===== config.mk =====
export PLATFORM = sky130hd
export DESIGN_NAME = ps2_ascii_decoder
export DESIGN_NICKNAME = d
export VERILOG_FILES = /design/src/rtl/ps2_ascii_decoder.sv
export SDC_FILE = /design/constraint.sdc
export NUM_CORES = 1
export LEC_CHECK = 0
export BUFFER_PORTS_ARGS = -buffer_cell sky130_fd_sc_hd__buf_2
export CORE_MARGIN = 3
export CORE_UTILIZATION = 55
export CTS_CLUSTER_SIZE = 20
export DETAILED_ROUTE_END_ITERATION = 10
export PLACE_DENSITY = 0.77
export SLEW_MARGIN = 10
export SYNTH_ARGS = -nofsm -noshare
export SYNTH_HDL_FRONTEND = slang
export SYNTH_SLANG_ARGS = --single-unit

===== constraint.sdc =====
create_clock -name clk -period 1.7 [get_ports clk]
set_clock_uncertainty 0.1 [all_clocks]
set_input_delay 0.17 -clock clk [delete_from_list [all_inputs] [get_ports clk]]
set_output_delay 0.17 -clock clk [all_outputs]
set_load 0.01 [all_outputs]

===== src/rtl/ps2_ascii_decoder.sv =====
`default_nettype none
// ============================================================================
// Module      : ps2_ascii_decoder
// Description : PS/2 Set-2 scan-code to ASCII translator. Tracks the E0/F0
//               prefixes, shift and caps-lock state, and queues one ASCII byte
//               per key press in a small valid/ready output FIFO.
//               Optional feature macro: PS2_ASCII_CAPSLOCK_EN enables the
//               caps-lock toggle. Without it, caps_active is held at 0.
// Revision    : 1.0 - initial release
// ============================================================================
module ps2_ascii_decoder #(
    parameter int         FIFO_DEPTH   = 4,
    parameter logic [7:0] UNKNOWN_CHAR = 8'h2A
) (
    input  logic       clk,
    input  logic       rst_n,
    input  logic [7:0] code_in,
    input  logic       code_valid,
    output logic [7:0] ascii_out,
    output logic       ascii_valid,
    input  logic       ascii_ready,
    output logic       shift_active,
    output logic       caps_active,
    output logic       overflow
);

    localparam int                C_AW       = (FIFO_DEPTH > 1) ? $clog2(FIFO_DEPTH) : 1;
    localparam int                C_CW       = C_AW + 1;
    localparam logic [C_CW-1:0]   C_FULL_CNT = C_CW'(FIFO_DEPTH);
    localparam logic [C_AW-1:0]   C_PTR_ONE  = C_AW'(1);
    localparam logic [C_CW-1:0]   C_CNT_ONE  = C_CW'(1);

    localparam logic [7:0] C_E0     = 8'hE0;
    localparam logic [7:0] C_F0     = 8'hF0;
    localparam logic [7:0] C_LSHIFT = 8'h12;
    localparam logic [7:0] C_RSHIFT = 8'h59;
    localparam logic [7:0] C_CAPS   = 8'h58;
    localparam logic [7:0] C_ENTER  = 8'h5A;

    typedef enum logic [1:0] {
        S_IDLE      = 2'd0,
        S_EXT       = 2'd1,
        S_BREAK     = 2'd2,
        S_EXT_BREAK = 2'd3
    } state_t;

    logic [1:0]      r_rst_sync;
    logic            w_rst_n;
    state_t          r_state;
    logic            r_lshift;
    logic            r_rshift;
    logic            r_caps;
`ifdef PS2_ASCII_CAPSLOCK_EN
    logic            r_caps_held;
`endif

    logic            w_is_ctrl;
    logic            w_is_letter;
    logic [4:0]      w_letter_idx;
    logic            w_is_digit;
    logic [3:0]      w_digit_val;
    logic [7:0]      w_sym_char;
    logic            w_mk_push;
    logic [7:0]      w_mk_char;
    logic            w_push;
    logic [7:0]      w_char;

    logic [7:0]      r_mem [FIFO_DEPTH];
    logic [C_AW-1:0] r_wr_ptr;
    logic [C_AW-1:0] r_rd_ptr;
    logic [C_CW-1:0] r_count;
    logic            r_overflow;
    logic            w_pop;
    logic            w_full;
    logic            w_wr_en;

    // Reset conditioning: assert asynchronously, release on a clock edge
    always_ff @(posedge clk or negedge rst_n) begin
        if (!rst_n) begin
            r_rst_sync <= 2'b00;
        end else begin
            r_rst_sync <= {r_rst_sync[0], 1'b1};
        end
    end
    assign w_rst_n = r_rst_sync[1];

    // Classify the incoming byte: controller byte, letter index, digit value
    always_comb begin
        w_is_ctrl    = (code_in == 8'hAA) || (code_in == 8'hFA) || (code_in == 8'hEE) ||
                       (code_in == 8'hFE) || (code_in == 8'hE1);
        w_is_letter  = 1'b1;
        w_letter_idx = 5'd0;
        case (code_in)
            8'h1C: w_letter_idx = 5'd0;   8'h32: w_letter_idx = 5'd1;
            8'h21: w_letter_idx = 5'd2;   8'h23: w_letter_idx = 5'd3;
            8'h24: w_letter_idx = 5'd4;   8'h2B: w_letter_idx = 5'd5;
            8'h34: w_letter_idx = 5'd6;   8'h33: w_letter_idx = 5'd7;
            8'h43: w_letter_idx = 5'd8;   8'h3B: w_letter_idx = 5'd9;
            8'h42: w_letter_idx = 5'd10;  8'h4B: w_letter_idx = 5'd11;
            8'h3A: w_letter_idx = 5'd12;  8'h31: w_letter_idx = 5'd13;
            8'h44: w_letter_idx = 5'd14;  8'h4D: w_letter_idx = 5'd15;
            8'h15: w_letter_idx = 5'd16;  8'h2D: w_letter_idx = 5'd17;
            8'h1B: w_letter_idx = 5'd18;  8'h2C: w_letter_idx = 5'd19;
            8'h3C: w_letter_idx = 5'd20;  8'h2A: w_letter_idx = 5'd21;
            8'h1D: w_letter_idx = 5'd22;  8'h22: w_letter_idx = 5'd23;
            8'h35: w_letter_idx = 5'd24;  8'h1A: w_letter_idx = 5'd25;
            default: w_is_letter = 1'b0;
        endcase
        w_is_digit  = 1'b1;
        w_digit_val = 4'd0;
        case (code_in)
            8'h45: w_digit_val = 4'd0;  8'h16: w_digit_val = 4'd1;
            8'h1E: w_digit_val = 4'd2;  8'h26: w_digit_val = 4'd3;
            8'h25: w_digit_val = 4'd4;  8'h2E: w_digit_val = 4'd5;
            8'h36: w_digit_val = 4'd6;  8'h3D: w_digit_val = 4'd7;
            8'h3E: w_digit_val = 4'd8;  8'h46: w_digit_val = 4'd9;
            default: w_is_digit = 1'b0;
        endcase
    end

    // Shifted digit symbols: ) ! @ # $ % ^ & * (
    always_comb begin
        w_sym_char = 8'h29;
        case (w_digit_val)
            4'd1:    w_sym_char = 8'h21;
            4'd2:    w_sym_char = 8'h40;
            4'd3:    w_sym_char = 8'h23;
            4'd4:    w_sym_char = 8'h24;
            4'd5:    w_sym_char = 8'h25;
            4'd6:    w_sym_char = 8'h5E;
            4'd7:    w_sym_char = 8'h26;
            4'd8:    w_sym_char = 8'h2A;
            4'd9:    w_sym_char = 8'h28;
            default: w_sym_char = 8'h29;
        endcase
    end

    // Translate a plain make code using the shift/caps state held before this byte
    always_comb begin
        w_mk_push = 1'b1;
        w_mk_char = UNKNOWN_CHAR;
        if (w_is_letter) begin
            w_mk_char = ((shift_active ^ caps_active) ? 8'h41 : 8'h61) + {3'b000, w_letter_idx};
        end else if (w_is_digit) begin
            w_mk_char = shift_active ? w_sym_char : (8'h30 + {4'b0000, w_digit_val});
        end else begin
            case (code_in)
                8'h29:                      w_mk_char = 8'h20;
                C_ENTER:                    w_mk_char = 8'h0D;
                8'h66:                      w_mk_char = 8'h08;
                C_LSHIFT, C_RSHIFT, C_CAPS: w_mk_push = 1'b0;
                default:                    w_mk_char = UNKNOWN_CHAR;
            endcase
        end
    end

    // Decide whether this byte produces a character given the prefix state
    always_comb begin
        w_push = 1'b0;
        w_char = w_mk_char;
        if (code_valid && !w_is_ctrl && (code_in != C_E0)) begin
            case (r_state)
                S_IDLE: begin
                    if (code_in != C_F0) begin
                        w_push = w_mk_push;
                    end
                end
                S_EXT: begin
                    if (code_in == C_ENTER) begin
                        w_push = 1'b1;
                        w_char = 8'h0D;
                    end
                end
                default: w_push = 1'b0;
            endcase
        end
    end

    // Prefix state machine plus shift/caps modifier tracking
    always_ff @(posedge clk or negedge w_rst_n) begin
        if (!w_rst_n) begin
            r_state  <= S_IDLE;
            r_lshift <= 1'b0;
            r_rshift <= 1'b0;
`ifdef PS2_ASCII_CAPSLOCK_EN
            r_caps      <= 1'b0;
            r_caps_held <= 1'b0;
`endif
        end else if (code_valid) begin
            if (w_is_ctrl) begin
                r_state <= S_IDLE;
            end else if (code_in == C_E0) begin
                r_state <= S_EXT;
            end else begin
                case (r_state)
                    S_IDLE: begin
                        if (code_in == C_F0) begin
                            r_state <= S_BREAK;
                        end else begin
                            if (code_in == C_LSHIFT) r_lshift <= 1'b1;
                            if (code_in == C_RSHIFT) r_rshift <= 1'b1;
`ifdef PS2_ASCII_CAPSLOCK_EN
                            // Auto-repeat of caps must not toggle again
                            if ((code_in == C_CAPS) && !r_caps_held) begin
                                r_caps      <= ~r_caps;
                                r_caps_held <= 1'b1;
                            end
`endif
                        end
                    end
                    S_EXT: begin
                        r_state <= (code_in == C_F0) ? S_EXT_BREAK : S_IDLE;
                    end
                    S_BREAK: begin
                        if (code_in == C_LSHIFT) r_lshift <= 1'b0;
                        if (code_in == C_RSHIFT) r_rshift <= 1'b0;
`ifdef PS2_ASCII_CAPSLOCK_EN
                        if (code_in == C_CAPS) r_caps_held <= 1'b0;
`endif
                        r_state <= S_IDLE;
                    end
                    default: r_state <= S_IDLE;
                endcase
            end
        end
    end

`ifndef PS2_ASCII_CAPSLOCK_EN
    assign r_caps = 1'b0;
`endif

    assign shift_active = r_lshift | r_rshift;
    assign caps_active  = r_caps;

    assign ascii_valid = (r_count != '0);
    assign w_pop       = ascii_valid & ascii_ready;
    assign w_full      = (r_count == C_FULL_CNT);
    assign w_wr_en     = w_push & (~w_full | w_pop);
    assign ascii_out   = ascii_valid ? r_mem[r_rd_ptr] : 8'h00;
    assign overflow    = r_overflow;

    // Queue storage; slot contents are only observed while counted as valid
    always_ff @(posedge clk) begin
        if (w_wr_en) begin
            r_mem[r_wr_ptr] <= w_char;
        end
    end

    // Queue pointers, occupancy and the drop indicator
    always_ff @(posedge clk or negedge w_rst_n) begin
        if (!w_rst_n) begin
            r_wr_ptr   <= '0;
            r_rd_ptr   <= '0;
            r_count    <= '0;
            r_overflow <= 1'b0;
        end else begin
            r_overflow <= w_push & w_full & ~w_pop;
            if (w_wr_en) r_wr_ptr <= r_wr_ptr + C_PTR_ONE;
            if (w_pop)   r_rd_ptr <= r_rd_ptr + C_PTR_ONE;
            case ({w_wr_en, w_pop})
                2'b10:   r_count <= r_count + C_CNT_ONE;
                2'b01:   r_count <= r_count - C_CNT_ONE;
                default: r_count <= r_count;
            endcase
        end
    end

endmodule
`default_nettype wire


# After elaboration in Yosys (flattened, before gate mapping)
# Memory sizes are Yosys's and may differ from the RTL's.
# Index checks and enable logic that the tools add are counted.
# word_totals
regBits,14
ram_bits,32
rom_bits,112
inputBits,12
output_inout_bits,12
elab_cells,141
memories,2
# op_classes
addsub,6
n_eq_ne,62
mux,36
bitwise_logic,10
n_reduce_logical,17
# memory_table
name,words,width,rd,rd_ports_with_merged_regs,wr,line_no,source
(no name shown),16,7,1,0,0,124,case (w_digit_val)
r_mem,4,8,1,0,1,68,logic [7:0] r_mem [FIFO_DEPTH];
# ops
operator,n
8-bit by 6-bit equality test with 1-bit output (second input constant),23
5-bit case mux with 25 select lines,1
8-bit by 7-bit equality test with 1-bit output (second input constant),11
8-bit by 5-bit equality test with 1-bit output (second input constant),8
8-bit equality test (second input constant),7
8-bit two-way mux,7
4-bit case mux with 9 select lines,1
26-bit OR reduction,1
6-bit case mux with 3 select lines,1
1-bit two-way mux,16
8-bit inequality test (second input constant),2
7-bit AND reduction,2
2-bit inequality test (second input constant),5
10-bit OR reduction,1
7-bit by 5-bit adder with 8-bit output,1
2-bit two-way mux,4
6-bit by 4-bit adder with 7-bit output (first input constant),1
6-bit two-way mux,1
1-bit case mux with 2 select lines,3
3-bit case mux with 2 select lines,1
2-bit by 1-bit adder with 2-bit output (second input constant),2
1-bit bitwise AND,4
2-bit by 1-bit equality test with 1-bit output (second input constant),2
2-bit equality test (second input constant),2
15 further kinds,24

# Longest topological paths before layout
# depth
word_depth,12
ltp_mapped,11
ltp_nobuf,9

# Worst setup path before layout
# Ideal clock, no wire load.
# synth_path
kind,input to register
startpoint,input port code_in[2]
endpoint,register r_count[2]
setup_ns,0.080
arrival_ns,2.170
required_time_ns,1.520
setup_slack_ns,-0.650
stages,10
path_buffers,1
cell_sequence,buf_2 -> o21ai_0 -> a211o_1 -> nand4bb_1 -> nor2_2 -> nor2_1 -> fa_1 -> o21bai_1 -> o32a_1 -> o211ai_2
# synth_between
elab_chain_len,12
word_cells_on_any_way,71
classes_between,eq/ne (49); mux (10); bitwise (1); reduce/logical (11)
# synth_lines
element,line_no,source
"start, declared",17,"input logic [7:0] code_in,"
"parallel branches: the longest is 8 deep, another holds 10-bit OR reduction",--,
1-bit two-way mux (*),161,if (code_valid && !w_is_ctrl && (code_in != C_E0)) begin
1-bit bitwise AND (*),238,assign w_wr_en = w_push & (~w_full | w_pop);
2-bit by 1-bit equality test with 1-bit output or 2-bit equality test (tied branches),260,"case ({w_wr_en, w_pop})"
3-bit case mux with 2 select lines or 2-bit nonzero test (tied branches),--,
"end signal, assigned",261,2'b10: r_count <= r_count + C_CNT_ONE;
"end signal, assigned",262,2'b01: r_count <= r_count - C_CNT_ONE;
"end signal, assigned",263,default: r_count <= r_count;
"end, declared",71,logic [C_CW-1:0] r_count;
# Every way passes the cells marked *.
# A chain may end at the register's enable or synchronous reset.

# Final worst setup path
# layout_path
startpoint,register r_count[1]
endpoint,register r_count[2]
# layout_between
elab_chain_len,6
word_cells_on_any_way,12
classes_between,add/sub (2); eq/ne (3); mux (1); bitwise (4); reduce/logical (2)
# layout_lines
element,line_no
3-bit nonzero test or 3-bit equality test (tied branches),"235, 237"
1-bit bitwise AND or 1-bit inverter (tied branches),"236, 238"
1-bit OR,238
1-bit bitwise AND,238
2-bit by 1-bit equality test with 1-bit output or 2-bit equality test (tied branches),260
3-bit case mux with 2 select lines or 2-bit nonzero test (tied branches),--
# Several ways; a longest one is shown, not always the timed one.

==> metrics.txt <==
status finished with violations; failing checks setup timing; Reg-to-Reg End r_count[2]$_DFFE_PN0P_; synthesized netlist cell count 306; WHS 0.05542 ns; synthesized area 3202 µm²; core area 5574 µm²; Final #Nets 447; die height 82.30 µm; Commonest cells post-synth 32 x edfxtp_1, 17 x nand2_1, 17 x nand3_1, 15 x nor2_1, 14 x dfrtp_1; total track usage 28.33%; vias per cell 6.173; Worst slew margin 64.87%; RSZ-0062 raised after global routing yes; largest net degree at the start of global routing 18; initial antenna violation count 0; crit path launch type register; ys flop type edfxtp_1; VDD IR-drop max 0.8042 mV; Power Total 4.680 mW; Root Buffer clkbuf_8; vias in the first global route 2990; Hold Path Class primary input to async pin; Initial Utilization 57.44%; Area Overhead vs Synth 54.98%; Via Count 3099; first-pass GRT wire length 14320 µm; placed cell areas 4103 µm²; Layout fillers 234; Antenna Cells 0; Max clock buf depth 2; max cap viols 0; # rows 27; fin crit share 122.8%; hpwl dp 6225 µm; multi-input logic area 2251 µm²; H-Tree Depth 2; number of synthesis warnings 0; TritonRoute pass-1 iters 4; DR WL/cell 19.42 µm; design area 4962 µm²; WS Path Type register to register; clk slew on worst S/H paths 0.09 ns; clk_lat worst skew 0.31 ns; Post-synth ARST share 30.43%; GRT overflow 0; Yosys reg bits 46; worst endpoint required time 1.84 ns; syn avg cell area 10.46 µm²; Final Hold Viols 0; Worst-Margin Slew 0.5270 ns; Yosys top cell area share 30.01%; crit path max fanout 2; most area-consuming cells after synthesis edfxtp_1 30%, dfrtp_1 11%, mux4_2 5.6%; reg2reg start r_count[1]$_DFFE_PN0P_; buffers added on ports 22; CTS tree done; PD cells 943.1 nW/µm²; Finish-stage setup viols 73; chip width 82.30 µm; Storage cell area 1311 µm²; drt initial violations 189; worst r2r path cells 7; Pins Over Slew Limit 0; Post-route DRC 0; max frequency 478.8 MHz; area leader, netlist edfxtp_1; flop2flop setup slack -0.39 ns; Final min period 2.088 ns; io pins 24; post-route setup slack -0.3884 ns; register area share after synthesis 40.95%; Antenna Nets Post-Route 0; count leader, synth edfxtp_1; Netlist cell types 72; Post-synth EDFFs 32; final wirelength 9747 µm; crit end category register; leakage 1.996 nW; layout cells sized above 1 54.65%; Final Wtd Congestion 0.8981; WP data arrival 2.22 ns; die area 6773 µm²; clk sinks 46; CTS Buf Count 5
[final cells by class]
cell class                 count  area share, %
clock buffer                   5          1.387
clock inverter                 3         0.4791
inverter                      10         0.8069
multi-input combinational    229          45.36
sequential                    46          26.42
tap                           72          1.815
timing repair buffer         137          23.73
[kinds of logic (layout without fill, tap and decap cells)]
kind of cell	after synthesis	in the layout	synth area share, %
fa+ha+maj	6	6	2.579
compound gates	66	66	15.40
flops	46	46	40.95
xor+xnor	8	8	2.188
other cells	2	6	0.2346
mux	13	13	7.346
simple gates	130	130	25.40
buf+inv	35	155	5.901
[where the power goes]
group          switching [mW]  internal [mW]
combinational            1.01           1.38
sequential              0.141           1.45
clock                   0.397          0.294
[routing by layer]
metal,share of wire [%],vias to the layer above,global-route usage (%)
met1,40,1531,32.96
met3,4.9,30,4.230
met4,3.2,0,12.29
li1,-,1417,-
met5,0,-,0
met2,52,121,51.28
[metrics by stage]
step | util (%) | TNS (ns) | setup slack (ns) | cells
6_report | 89.02 | -9.414 | -0.3884 | 502
3_3_place_gp | 73.60 | -26.43 | -0.5949 | 464
3_5_place_dp | 73.60 | -30.25 | -0.6782 | 464
5_1_grt | 89.02 | -13.33 | -0.4389 | 502
2_1_floorplan | - | -8.370 | -0.4804 | 310
4_1_cts | 85.12 | -6.312 | -0.3726 | 494
[worst max-delay path by stage]
stage,start,endpoint,slack [ns],depth (start not counted)
2_1_floorplan,r_count[2]$_DFFE_PN0P_,r_count[2]$_DFFE_PN0P_,-0.48,8
3_3_place_gp,code_in[5],r_count[1]$_DFFE_PN0P_,-0.59,10
3_5_place_dp,code_in[5],r_count[1]$_DFFE_PN0P_,-0.68,10
4_1_cts,r_count[0]$_DFFE_PN0P_,r_count[2]$_DFFE_PN0P_,-0.37,7
5_1_grt,r_count[1]$_DFFE_PN0P_,r_count[2]$_DFFE_PN0P_,-0.44,7
6_report,r_count[1]$_DFFE_PN0P_,r_count[2]$_DFFE_PN0P_,-0.39,7
[state kept, by name, indices dropped and copies added (netlist names)]
name / flops
r_rd_ptr: 2
r_state: 2
r_wr_ptr: 2
r_lshift: 1
r_count: 3
overflow: 1
r_rshift: 1
r_rst_sync: 2
r_mem: 32
[placed cells by master, fill, tap and decap left out, types with 6 or more instances in the layout]
master     n
a21oi_1    8
and2_4     8
and3_4     6
buf_2      7
buf_4     95
buf_6     27
conb_1     6
dfrtp_1   14
edfxtp_1  32
inv_1      9
mux4_2     8
nand2_1   15
nand2b_1   7
nand3_1   14
nor2_1    13
o21ai_0    6
[critical path: stages (launching register included)]
cell      delay, ns
dfrtp_1        0.39
or3_4          0.41
nand2_4        0.09
nor2_2         0.05
fa_2           0.36
o21bai_4       0.18
o32a_1         0.29
o211ai_2       0.15
[what timing repair did]
action / in CTS / in global routing
setup endpoints to repair: 72 / 73
cloned: 1 / 0
pin swaps: 34 / 20
resized for setup: 74 / 45
hold buffers: 1 / 0
setup buffers: 20 / 10
hold endpoints to repair: 2 / 0
(Power assumes the default switching activity.)
